**config.mk**
```make
export PLATFORM = sky130hd
export DESIGN_NAME = instr_fetch_unit_flat
export DESIGN_NICKNAME = d
export VERILOG_FILES = /design/src/rtl/instr_fetch_unit_if.sv /design/src/rtl/instr_fetch_unit.sv /design/src/flat_wrapper.sv
export SDC_FILE = /design/constraint.sdc
export NUM_CORES = 1
export LEC_CHECK = 0
export CORE_MARGIN = 2
export CORE_UTILIZATION = 43
export DETAILED_ROUTE_END_ITERATION = 12
export DONT_BUFFER_PORTS = 1
export GPL_ROUTABILITY_DRIVEN = 0
export PLACE_DENSITY = 0.63
export SLEW_MARGIN = 30
export SYNTH_ARGS = -nofsm -noshare
export SYNTH_HDL_FRONTEND = slang
export SYNTH_SLANG_ARGS = --single-unit
```
**constraint.sdc**
```tcl
create_clock -name clk -period 9.1 [get_ports clk]
set_clock_uncertainty 0.2 [all_clocks]
set_input_delay 1.82 -clock clk [delete_from_list [all_inputs] [get_ports clk]]
set_output_delay 1.82 -clock clk [all_outputs]
set_load 0.05 [all_outputs]
```
**src/rtl/instr_fetch_unit_if.sv**
```systemverilog
// Instruction-memory request/response bus used by the fetch stage.
// The master issues word reads; the slave accepts them and returns one response per accepted request.
interface instr_fetch_unit_if;
    logic        imem_req_valid;
    logic [31:0] imem_req_addr;
    logic        imem_req_ready;
    logic        imem_resp_valid;
    logic [31:0] imem_resp_data;

    modport master (
        output imem_req_valid,
        output imem_req_addr,
        input  imem_req_ready,
        input  imem_resp_valid,
        input  imem_resp_data
    );

    modport slave (
        input  imem_req_valid,
        input  imem_req_addr,
        output imem_req_ready,
        output imem_resp_valid,
        output imem_resp_data
    );
endinterface

```
**src/rtl/instr_fetch_unit.sv**
```systemverilog
// RV32I fetch stage: PC register, single-outstanding imem reads, and a small instruction/PC FIFO
// feeding decode, with decode stall and execute redirect/flush.
module instr_fetch_unit #(
    parameter logic [31:0] RESET_PC   = 32'h0000_0000,
    parameter int          FIFO_DEPTH = 2
) (
    input  logic                      clk,
    input  logic                      rst,
    instr_fetch_unit_if.master        imem,
    input  logic                      redirect_valid,
    input  logic [31:0]               redirect_pc,
    input  logic                      stall,
    output logic                      instr_valid,
    output logic [31:0]               instr,
    output logic [31:0]               instr_pc
);
    localparam int PTR_W = $clog2(FIFO_DEPTH);
    localparam int CNT_W = PTR_W + 1;

    typedef enum logic [1:0] {
        REQ  = 2'd0,
        WAIT = 2'd1,
        DROP = 2'd2
    } state_t;

    state_t             state_reg, state_next;
    logic [31:0]        fetch_pc_reg, fetch_pc_next;
    logic [31:0]        data_mem [FIFO_DEPTH];
    logic [31:0]        pc_mem   [FIFO_DEPTH];
    logic [PTR_W-1:0]   rd_ptr_reg, wr_ptr_reg;
    logic [CNT_W-1:0]   count_reg;

    logic               fifo_empty, fifo_full;
    logic               req_valid, req_fire, push, pop, head_valid;

    assign fifo_empty = (count_reg == '0);
    assign fifo_full  = (count_reg == CNT_W'(FIFO_DEPTH));
    assign head_valid = !fifo_empty && !rst;
    assign req_fire   = req_valid && imem.imem_req_ready;
    // A redirect flushes the buffer, so nothing may be consumed in that cycle.
    assign pop        = head_valid && !stall && !redirect_valid;

    always_comb begin
        state_next    = state_reg;
        fetch_pc_next = fetch_pc_reg;
        req_valid     = 1'b0;
        push          = 1'b0;
        case (state_reg)
            REQ: begin
                // Only request when the response is guaranteed a free slot.
                req_valid = !fifo_full && !redirect_valid && !rst;
                if (req_fire) begin
                    state_next    = WAIT;
                    fetch_pc_next = fetch_pc_reg + 32'd4;
                end
            end
            WAIT: begin
                if (imem.imem_resp_valid) begin
                    state_next = REQ;
                    push       = !redirect_valid;
                end else if (redirect_valid) begin
                    state_next = DROP;
                end
            end
            DROP: begin
                if (imem.imem_resp_valid) begin
                    state_next = REQ;
                end
            end
            default: state_next = REQ;
        endcase
        if (redirect_valid) begin
            fetch_pc_next = redirect_pc & 32'hFFFF_FFFC;
        end
    end

    always_ff @(posedge clk) begin
        if (rst) begin
            state_reg    <= REQ;
            fetch_pc_reg <= RESET_PC;
            rd_ptr_reg   <= '0;
            wr_ptr_reg   <= '0;
            count_reg    <= '0;
        end else begin
            state_reg    <= state_next;
            fetch_pc_reg <= fetch_pc_next;
            if (redirect_valid) begin
                rd_ptr_reg <= '0;
                wr_ptr_reg <= '0;
                count_reg  <= '0;
            end else begin
                if (push) begin
                    wr_ptr_reg <= wr_ptr_reg + PTR_W'(1);
                end
                if (pop) begin
                    rd_ptr_reg <= rd_ptr_reg + PTR_W'(1);
                end
                if (push && !pop) begin
                    count_reg <= count_reg + CNT_W'(1);
                end else if (!push && pop) begin
                    count_reg <= count_reg - CNT_W'(1);
                end
            end
        end
    end

    // fetch_pc has already advanced past the word being returned.
    always_ff @(posedge clk) begin
        if (push) begin
            data_mem[wr_ptr_reg] <= imem.imem_resp_data;
            pc_mem[wr_ptr_reg]   <= fetch_pc_reg - 32'd4;
        end
    end

    assign imem.imem_req_valid = req_valid;
    assign imem.imem_req_addr  = fetch_pc_reg;

    assign instr_valid = head_valid;
    assign instr       = head_valid ? data_mem[rd_ptr_reg] : 32'h0;
    assign instr_pc    = head_valid ? pc_mem[rd_ptr_reg]   : 32'h0;
endmodule

```
**src/flat_wrapper.sv**
```systemverilog
// flat-port wrapper written by rule: the top's interface ports become plain ports
module instr_fetch_unit_flat 
#(
    parameter logic [31:0] RESET_PC   = 32'h0000_0000,
    parameter int          FIFO_DEPTH = 2
)
  (clk, rst, redirect_valid, redirect_pc, stall, instr_valid, instr, instr_pc, imem_imem_req_valid, imem_imem_req_addr, imem_imem_req_ready, imem_imem_resp_valid, imem_imem_resp_data);
  instr_fetch_unit_if imem_i ();
  input  logic clk;
  input  logic rst;
  input  logic redirect_valid;
  input  logic [31:0] redirect_pc;
  input  logic stall;
  output logic instr_valid;
  output logic [31:0] instr;
  output logic [31:0] instr_pc;
  output wire logic [$bits(imem_i.imem_req_valid)-1:0] imem_imem_req_valid;
  output wire logic [$bits(imem_i.imem_req_addr)-1:0] imem_imem_req_addr;
  input wire logic [$bits(imem_i.imem_req_ready)-1:0] imem_imem_req_ready;
  input wire logic [$bits(imem_i.imem_resp_valid)-1:0] imem_imem_resp_valid;
  input wire logic [$bits(imem_i.imem_resp_data)-1:0] imem_imem_resp_data;
  assign imem_imem_req_valid = imem_i.imem_req_valid;
  assign imem_imem_req_addr = imem_i.imem_req_addr;
  assign imem_i.imem_req_ready = imem_imem_req_ready;
  assign imem_i.imem_resp_valid = imem_imem_resp_valid;
  assign imem_i.imem_resp_data = imem_imem_resp_data;
  instr_fetch_unit #(.RESET_PC(RESET_PC), .FIFO_DEPTH(FIFO_DEPTH)) u_core (.clk(clk), .rst(rst), .imem(imem_i), .redirect_valid(redirect_valid), .redirect_pc(redirect_pc), .stall(stall), .instr_valid(instr_valid), .instr(instr), .instr_pc(instr_pc));
endmodule
```
* After elaboration in Yosys (flattened, before gate mapping)
Memories as Yosys holds them, arrays and structs flattened. A register that Yosys moved wholly into a read port is not among the register bits. Index checks and enable logic that the tools add are counted.
Word-level totals: output and inout bits 98, input bits 70, RAM bits 128, register bits after elaboration 38, memories kept 2
Operators by class: muxes and demuxes 21, $add $sub $neg 6, equality and inequality tests 6, reduce and logical (&&, ||, !) cells 24
Memory list:
- u_core.data_mem | words 2, width 32, rd ports 1, clocked after memory_dff 1, wr ports 1, line instr_fetch_unit.sv:28 | logic [31:0] data_mem [FIFO_DEPTH];
- u_core.pc_mem | words 2, width 32, rd ports 1, clocked after memory_dff 1, wr ports 1, line instr_fetch_unit.sv:29 | logic [31:0] pc_mem [FIFO_DEPTH];
Operators by type and width (number):
- $mux 32 | 5
- $add 32x3->32 const B | 1
- $sub 32x3->32 const B | 1
- $mux 2 | 6
- $mux 1 | 9
- $logic_and 1x1->1 | 8
- $logic_not 1->1 | 7
- $pmux 2 s3 | 1
- $reduce_bool 2->1 | 3
- $eq 2x2->1 const B | 2
- $logic_not 2->1 | 2
- $reduce_and 2->1 | 2
- $ne 3x3->1 const B | 1
- $reduce_and 3->1 | 1
- $add 1x1->1 const B | 2
- $add 2x1->2 const B | 1
- $eq 2x1->1 const B | 1
- $ne 2x1->1 const B | 1
- $ne 2x2->1 const B | 1
- $reduce_or 2->1 | 1
- $sub 2x1->2 const B | 1

* Longest topological paths before layout
Gate-level depths: netlist of run 1.
depth after elaboration 9, gate-level depth with buffers 7, depth with buffers taken out 7

* Worst setup path after synthesis of run 1
Ideal clock, no wire load.
path type input -> register, from in redirect_valid, to mem u_core.data_mem[0][0] (enable), setup slack 0.109 ns, stages on the path 3, data required time 8.265 ns, arrival time 8.156 ns, cell sequence clkbuf_1 > clkbuf_1 > nor4_1
On the way: cells in the longest elaborated chain, start to end 5
RTL lines:
- from (decl) | line flat_wrapper.sv:11 | input logic redirect_valid;
- $logic_not 1->1 | line instr_fetch_unit.sv:60 | push = !redirect_valid;
- $mux 1 | line instr_fetch_unit.sv:58 | if (imem.imem_resp_valid) begin
- $mux 1 | line instr_fetch_unit.sv:48 | case (state_reg)
- $mux 1 | line instr_fetch_unit.sv:109 | if (push) begin
- $mux 1 (implied by the code) | line instr_fetch_unit.sv:110 | data_mem[wr_ptr_reg] <= imem.imem_resp_data;
- to (decl) | line instr_fetch_unit.sv:28
Every way passes these cells.

* Final worst setup path of run 1
from in rst, to out instr_pc[15]
On the way: cells in the longest elaborated chain, start to end 3
RTL lines:
- from (decl) | line flat_wrapper.sv:10 | input logic rst;
- $logic_not 1->1 | line instr_fetch_unit.sv:38 | assign head_valid = !fifo_empty && !rst;
- $logic_and 1x1->1 | line instr_fetch_unit.sv:38
- $mux 32 | line instr_fetch_unit.sv:120 | assign instr_pc = head_valid ? pc_mem[rd_ptr_reg] : 32'h0;
- to (decl) | line flat_wrapper.sv:16 | output logic [31:0] instr_pc;
Every way passes these cells.

==> results of run 1 <==
==> logic make-up after synthesis <==
family	Yosys count	synth area share (%)
muxes	71	9.79
adders and majority gates	3	0.513
xor gates and xnor gates	42	5.02
and+or+nand+nor	239	16.2
AOI/OAI and AO/OA	46	4.12
buffers and inverters	55	3.30
other	1	0.0512
DFF	161	61.0
==> stage by stage <==
step	area, um^2	std cells
finish	8030	832
global route	8030	832
CTS	8030	832
detailed placement	7450	800
global placement	7440	800
floorplan	7330	621
==> path summary, 6_finish.rpt <==
path | cells past startpoint | to | start | slack, ns
max | 3 | instr_pc[15] | rst | 3.74
min reg2reg | 2 | register | u_core.rd_ptr_reg$_SDFFE_PP0P_ | 0.32
max reg2reg | 5 | u_core.imem.imem_req_addr[30]$_SDFFE_PP0P_ | u_core.imem.imem_req_addr[4]$_SDFFE_PP0P_ | 5.77
min | 2 | register | u_core.rd_ptr_reg$_SDFFE_PP0P_ | 0.32
==> worst reg2reg max path, delay by kind of cell, from the launching register on <==
family | cells | cell delay (ns)
and+or+nand+nor | 4 | 2.04
DFF | 1 | 0.87
AOI/OAI and AO/OA | 1 | 0.16
==> layout by cell type, fill, tap and decap left out, types with 13 or more instances in the layout <==
master | synthesis | layout
nand2_1 | 48 | 48
dfxtp_1 | 37 | 36
clkbuf_16 | 0 | 17
nor3_1 | 13 | 13
nor2_1 | 91 | 90
nand3_1 | 14 | 14
nor4_1 | 17 | 16
edfxtp_1 | 124 | 124
xnor2_1 | 26 | 26
xor2_1 | 16 | 16
mux2i_1 | 66 | 66
==> power groups by stage <==
stage	combinational, mW	sequential, mW	clock (mW)
3_5_place_dp	0.0816	0.876	0
4_1_cts	0.0819	0.860	0.707
2_1_floorplan	0.0782	0.864	0
3_3_place_gp	0.0791	0.875	0
6_report	0.0816	0.861	0.690
5_1_grt	0.0901	0.863	0.736
==> metal layers <==
metal	wire length, um	vias to the layer above	GRT usage (%)
met5	0	-	0
met1	6690	2188	21.9
met3	1600	23	6.61
met4	318	0	7.31
li1	-	2191	-
met2	7140	194	26.4
==> layout make-up <==
| type | instances | area, um^2 | share of cell area (%) |
|---|---|---|---|
| flip-flops and latches | 161 | 4470 | 55.6 |
| clock buffers | 19 | 443 | 5.51 |
| multi-input cells | 405 | 2640 | 32.8 |
| inverters | 10 | 37.5 | 0.467 |
| repair buffers | 4 | 33.8 | 0.421 |
| clock inverters | 13 | 139 | 1.73 |
| well taps | 220 | 275 | 3.43 |
==> impl_results.md, run 1 <==
* Total of max-cap violations at 0
* ANT nets after route at 0
* Largest register by flop count: u_core.data_mem
* Sequential fraction of the synthesis area at 61.0%
* Switch share at 23.5%
* Diodes inserted at 0
* Final Hold Fails at 0
* CTS H-tree lvls at 4
* Cts bufs inserted at 17
* Crit path max fanout at 63
* Worst-path cell chain: or2_2, buf_4, nor2_1
* Post-synth EDFFs at 124
* Min Hold Slack at 0.321 ns
* Number of remaining DRC errors at 0
* Share of cells above drive strength 1 at 8.82%
* Vias in the first global route at 4390
* Setup repair bufs after CTS at 0
* Final period util at 58.9%
* RSZ-0062 raised after global routing: no
* Max Fclk at 187 MHz
* Dpl hpwl at 10500 um
* Clock period minus worst slack at 5.36 ns
* Setup_tns at 0 ns
* Setup ws final at 3.74 ns
* Max incr delay on CP at 0.88 ns
* Core area at 0.0166 mm^2
* Area growth syn-to-layout at 9.72%
* Crit path launch type: input port
* Yosys warnings at 0
* PortBufs at 0
* Cells after Synth at 618
* Library cells used by synthesis at 51
* Skew-Pair Late Insertion Delay at 0.42 ns
* Row count at 47
* Sw power at 384 uW
* Reg clk slew, reported paths at 0.06 ns
* WS Path Type: in -> out
* Routed length per instance at 18.9 um
* Cts repair resizes at 0
* Io pins at 168
* Global-route wire length before repair at 23900 um
* Pins Over Slew Limit at 0
* DP Worst Slack at 3.72 ns
* Max reg flops at 64
* Top-count cell post-synth: edfxtp_1
* Mean post-synth cell area at 11.8 um^2
* Worst path bufs/invs at 1
* CTS root buffer: clkbuf_16
* Slew of the pin with the lowest slew margin at 1.03 ns
* Die Footprint at 0.0181 mm^2
* Leakage at 2.49 nW
* Delay-heaviest family, CP: simple AND/OR/NAND/NOR gates
* First-pass iteration count of the detailed router at 5
* Clock sinks at 161
* Post-layout nets at 672
* Post-synthesis instance area at 0.00732 mm^2
* Leading area contributor after synthesis: edfxtp_1
* Starting DRT DRC Count at 274
* Comb power frac at 5.0%
* Async set or reset register ratio after synthesis at 0%
* Initial Util at 44.0%
* Synth Register Bits at 161
* Die height at 134 um
* Max-slew headroom at 30.8%
* CTS tree: done
* CP arrival at 3.34 ns
* Vias per inst at 5.52
* Synth cell count leaders: edfxtp_1, nor2_1, mux2i_1
* Worst setup EP type: output pin
* Finish-stage setup viols at 0
* Dominant synthesized flop cell: edfxtp_1
* Largest buffer count on any clock path at 2
* Part of the power in registers at 52.7%
* Cell Pwr Density at 203 mW/mm^2
* CTS Hold Bufs at 0
* Peak VDD IR at 132 uV
* Grt ovf at 0
* Yosys top cell area share at 50.9%
* DR vias at 4596
* Slowest CP cell: nor2_1
* Min-Delay Path Class: reg -> reg
* Outcome: completed
* Largest net degree at the start of global routing at 64
* Fillers at 1508
* Clock share of power at 42.3%
* Final WL at 15700 um
* GR Util All Layers at 17.2%
* Internal at 1.25 mW
* Area contributors post-synth: edfxtp_1, dfxtp_1, mux2i_1
* Initial antenna violation count at 0
* CP required at 7.08 ns
* Total Power at 1.63 mW
* Finished Core Util at 48.3%
* Die X at 134 um
(Power assumes the default switching activity.)
==> inputs of run 2 (changes only) <==
==> constraint.sdc (replaced) <==
create_clock -name clk -period 4.51 [get_ports clk]
set_clock_uncertainty 0.2 [all_clocks]
set_input_delay 0.902 -clock clk [delete_from_list [all_inputs] [get_ports clk]]
set_output_delay 0.902 -clock clk [all_outputs]
set_load 0.05 [all_outputs]
==> run 2 against run 1 <==
  * Combinational power increased by 110%
  * Clock power increased by 120%
  * Power increased by 110%
  * Non-clock buffer count increased by 65
  * Die area unchanged
  * Global-route usage increased by 0.50 points
  * Sequential share of layout area decreased by 3.6 points
  * Via count increased by 3.9%
  * First-iteration DRC count increased by 12%
  * Largest power group unchanged
==> impl_results.md, run 2 (synthesized netlist as in run 1, its figures left out) <==
* Die height at 134 um
* Row count at 47
* Skew-Pair Late Insertion Delay at 0.42 ns
* Commonest non-fill, non-tap cell in the layout: edfxtp_1
* Min-Delay Path Class: reg -> reg
* Placed cell areas at 0.00795 mm^2
* Starting DRT DRC Count at 307
* Io pins at 168
* Crit path launch type: register
* Final period util at 75.5%
* Vias in the first global route at 4710
* DR vias at 4774
* Cts bufs inserted at 17
* Largest register by flop count: u_core.data_mem
* Comb power frac at 4.9%
* Non-Filler Instances at 897
* Switch share at 23.1%
* CTS H-tree lvls at 4
* ANT nets after route at 0
* Most frequent cells in the layout: edfxtp_1, nor2_1, buf_4
* Grt ovf at 0
* Clock share of power at 44.6%
* Global-route wire length before repair at 24700 um
* Diodes inserted at 0
* First-pass iteration count of the detailed router at 4
* Worst-path cell chain: nor2_1, or2_2, buf_4, nor2_1, buf_4
* Die Footprint at 0.0181 mm^2
* CTS tree: done
* Largest net degree at the start of global routing at 63
* Fillers at 1427
* Reg2Reg Depth at 5
* Slew of the pin with the lowest slew margin at 0.945 ns
* Dpl hpwl at 11300 um
* Total of max-cap violations at 0
* Part of the power in registers at 50.5%
* Share of cells above drive strength 1 at 17.7%
* Post-layout nets at 737
* CP Depth at 5
* Max reg flops at 64
* Final WL at 16100 um
* Outcome: completed
* RSZ-0062 raised after global routing: no
* Internal at 2.65 mW
* Crit path max fanout at 36
* Sw power at 795 uW
* Pins Over Slew Limit at 0
* Peak VDD IR at 241 uV
* R2R Path Start: u_core.imem.imem_req_addr[8]$_SDFFE_PP0P_
* Die X at 134 um
* Clock period minus worst slack at 3.40 ns
* Initial Util at 44.0%
* Cell Pwr Density at 400 mW/mm^2
* CP arrival at 2.30 ns
* Max-slew headroom at 36.5%
* Finish-stage setup viols at 0
* Clock sinks at 161
* Setup_tns at 0 ns
* Setup repair bufs after CTS at 0
* Slowest CP cell: or2_2
* Largest buffer count on any clock path at 2
* GR Util All Layers at 17.7%
* Initial antenna violation count at 0
* Leakage at 2.87 nW
* Max incr delay on CP at 0.64 ns
* Cts repair resizes at 0
* Delay-heaviest family, CP: simple AND/OR/NAND/NOR gates
* Max Fclk at 294 MHz
* WS Path Type: reg -> out
* Worst path bufs/invs at 2
* Routed length per instance at 17.9 um
* Reg clk slew, reported paths at 0.07 ns
* Finished Core Util at 51.6%
* CP required at 3.41 ns
* Number of remaining DRC errors at 0
* CTS root buffer: clkbuf_16
* Vias per inst at 5.32
* Final Hold Fails at 0
* Worst setup EP type: output pin
* Placed Cells incl. Taps at 865
* PortBufs at 0
* Core area at 0.0166 mm^2
* CP startpoint: u_core.count_reg[0]$_SDFFE_PP0P_
* Hold path depth at 2
* Area growth syn-to-layout at 17.4%
* CTS Hold Bufs at 0
* Design area at 0.00859 mm^2
* Hold Crit Start: u_core.rd_ptr_reg$_SDFFE_PP0P_
[run 2: cell types whose count changed in the layout (fill, tap and decap cells not counted), sizes merged]
cell,delta
clkbuf,-1
clkinv,-6
bufinv,+2
inv,+5
buf,+65
[run 2: worst min-delay path: stages (launching register included)]
cell and delay (ns):
dfxtp_1 0.33, xnor2_1 0.09, nor2_1 0.08
[run 2: layer usage]
| layer | track usage [%] | up-vias | share of wire [%] |
|---|---|---|---|
| met3 | 7.62 | 13 | 10 |
| met2 | 28.9 | 189 | 47 |
| met4 | 5.09 | 0 | 1.1 |
| met1 | 21.5 | 2248 | 42 |
| li1 | - | 2324 | - |
| met5 | 0 | - | 0 |
[run 2: cell type report]
cell class	instances	area, um^2	share of cell area (%)
well taps	220	275	3.20
flip-flops and latches	161	4470	52.0
inverters	10	37.5	0.437
repair buffers	69	531	6.17
clock inverters	14	201	2.34
multi-input cells	405	2640	30.7
clock buffers	18	439	5.11
[run 2: power groups by stage]
stage | combinational (mW) | sequential, mW | clock (mW)
global placement | 0.163 | 1.77 | 0
global route | 0.187 | 1.74 | 1.64
finish | 0.169 | 1.74 | 1.53
detailed placement | 0.169 | 1.77 | 0
CTS | 0.170 | 1.74 | 1.57
floorplan | 0.158 | 1.74 | 0
[run 2: worst paths after layout]
kind                                                        to  slack (ns)
worst max-delay path                                 instr[24]        1.11
worst min-delay path                                  register        0.33
worst max register to register  u_core.pc_mem[1][19]$_DFFE_PP_        1.39
worst min register to register                        register        0.33
[run 2: stage by stage]
stage                     worst slack [ns]  hold WS, ns  total power [mW]
after floorplan                      0.503        0.280              1.90
after global placement                1.14        0.293              1.93
after detailed placement              1.10        0.312              1.94
after CTS                             1.01        0.322              3.47
after global routing                 0.894        0.314              3.56
final                                 1.11        0.331              3.44
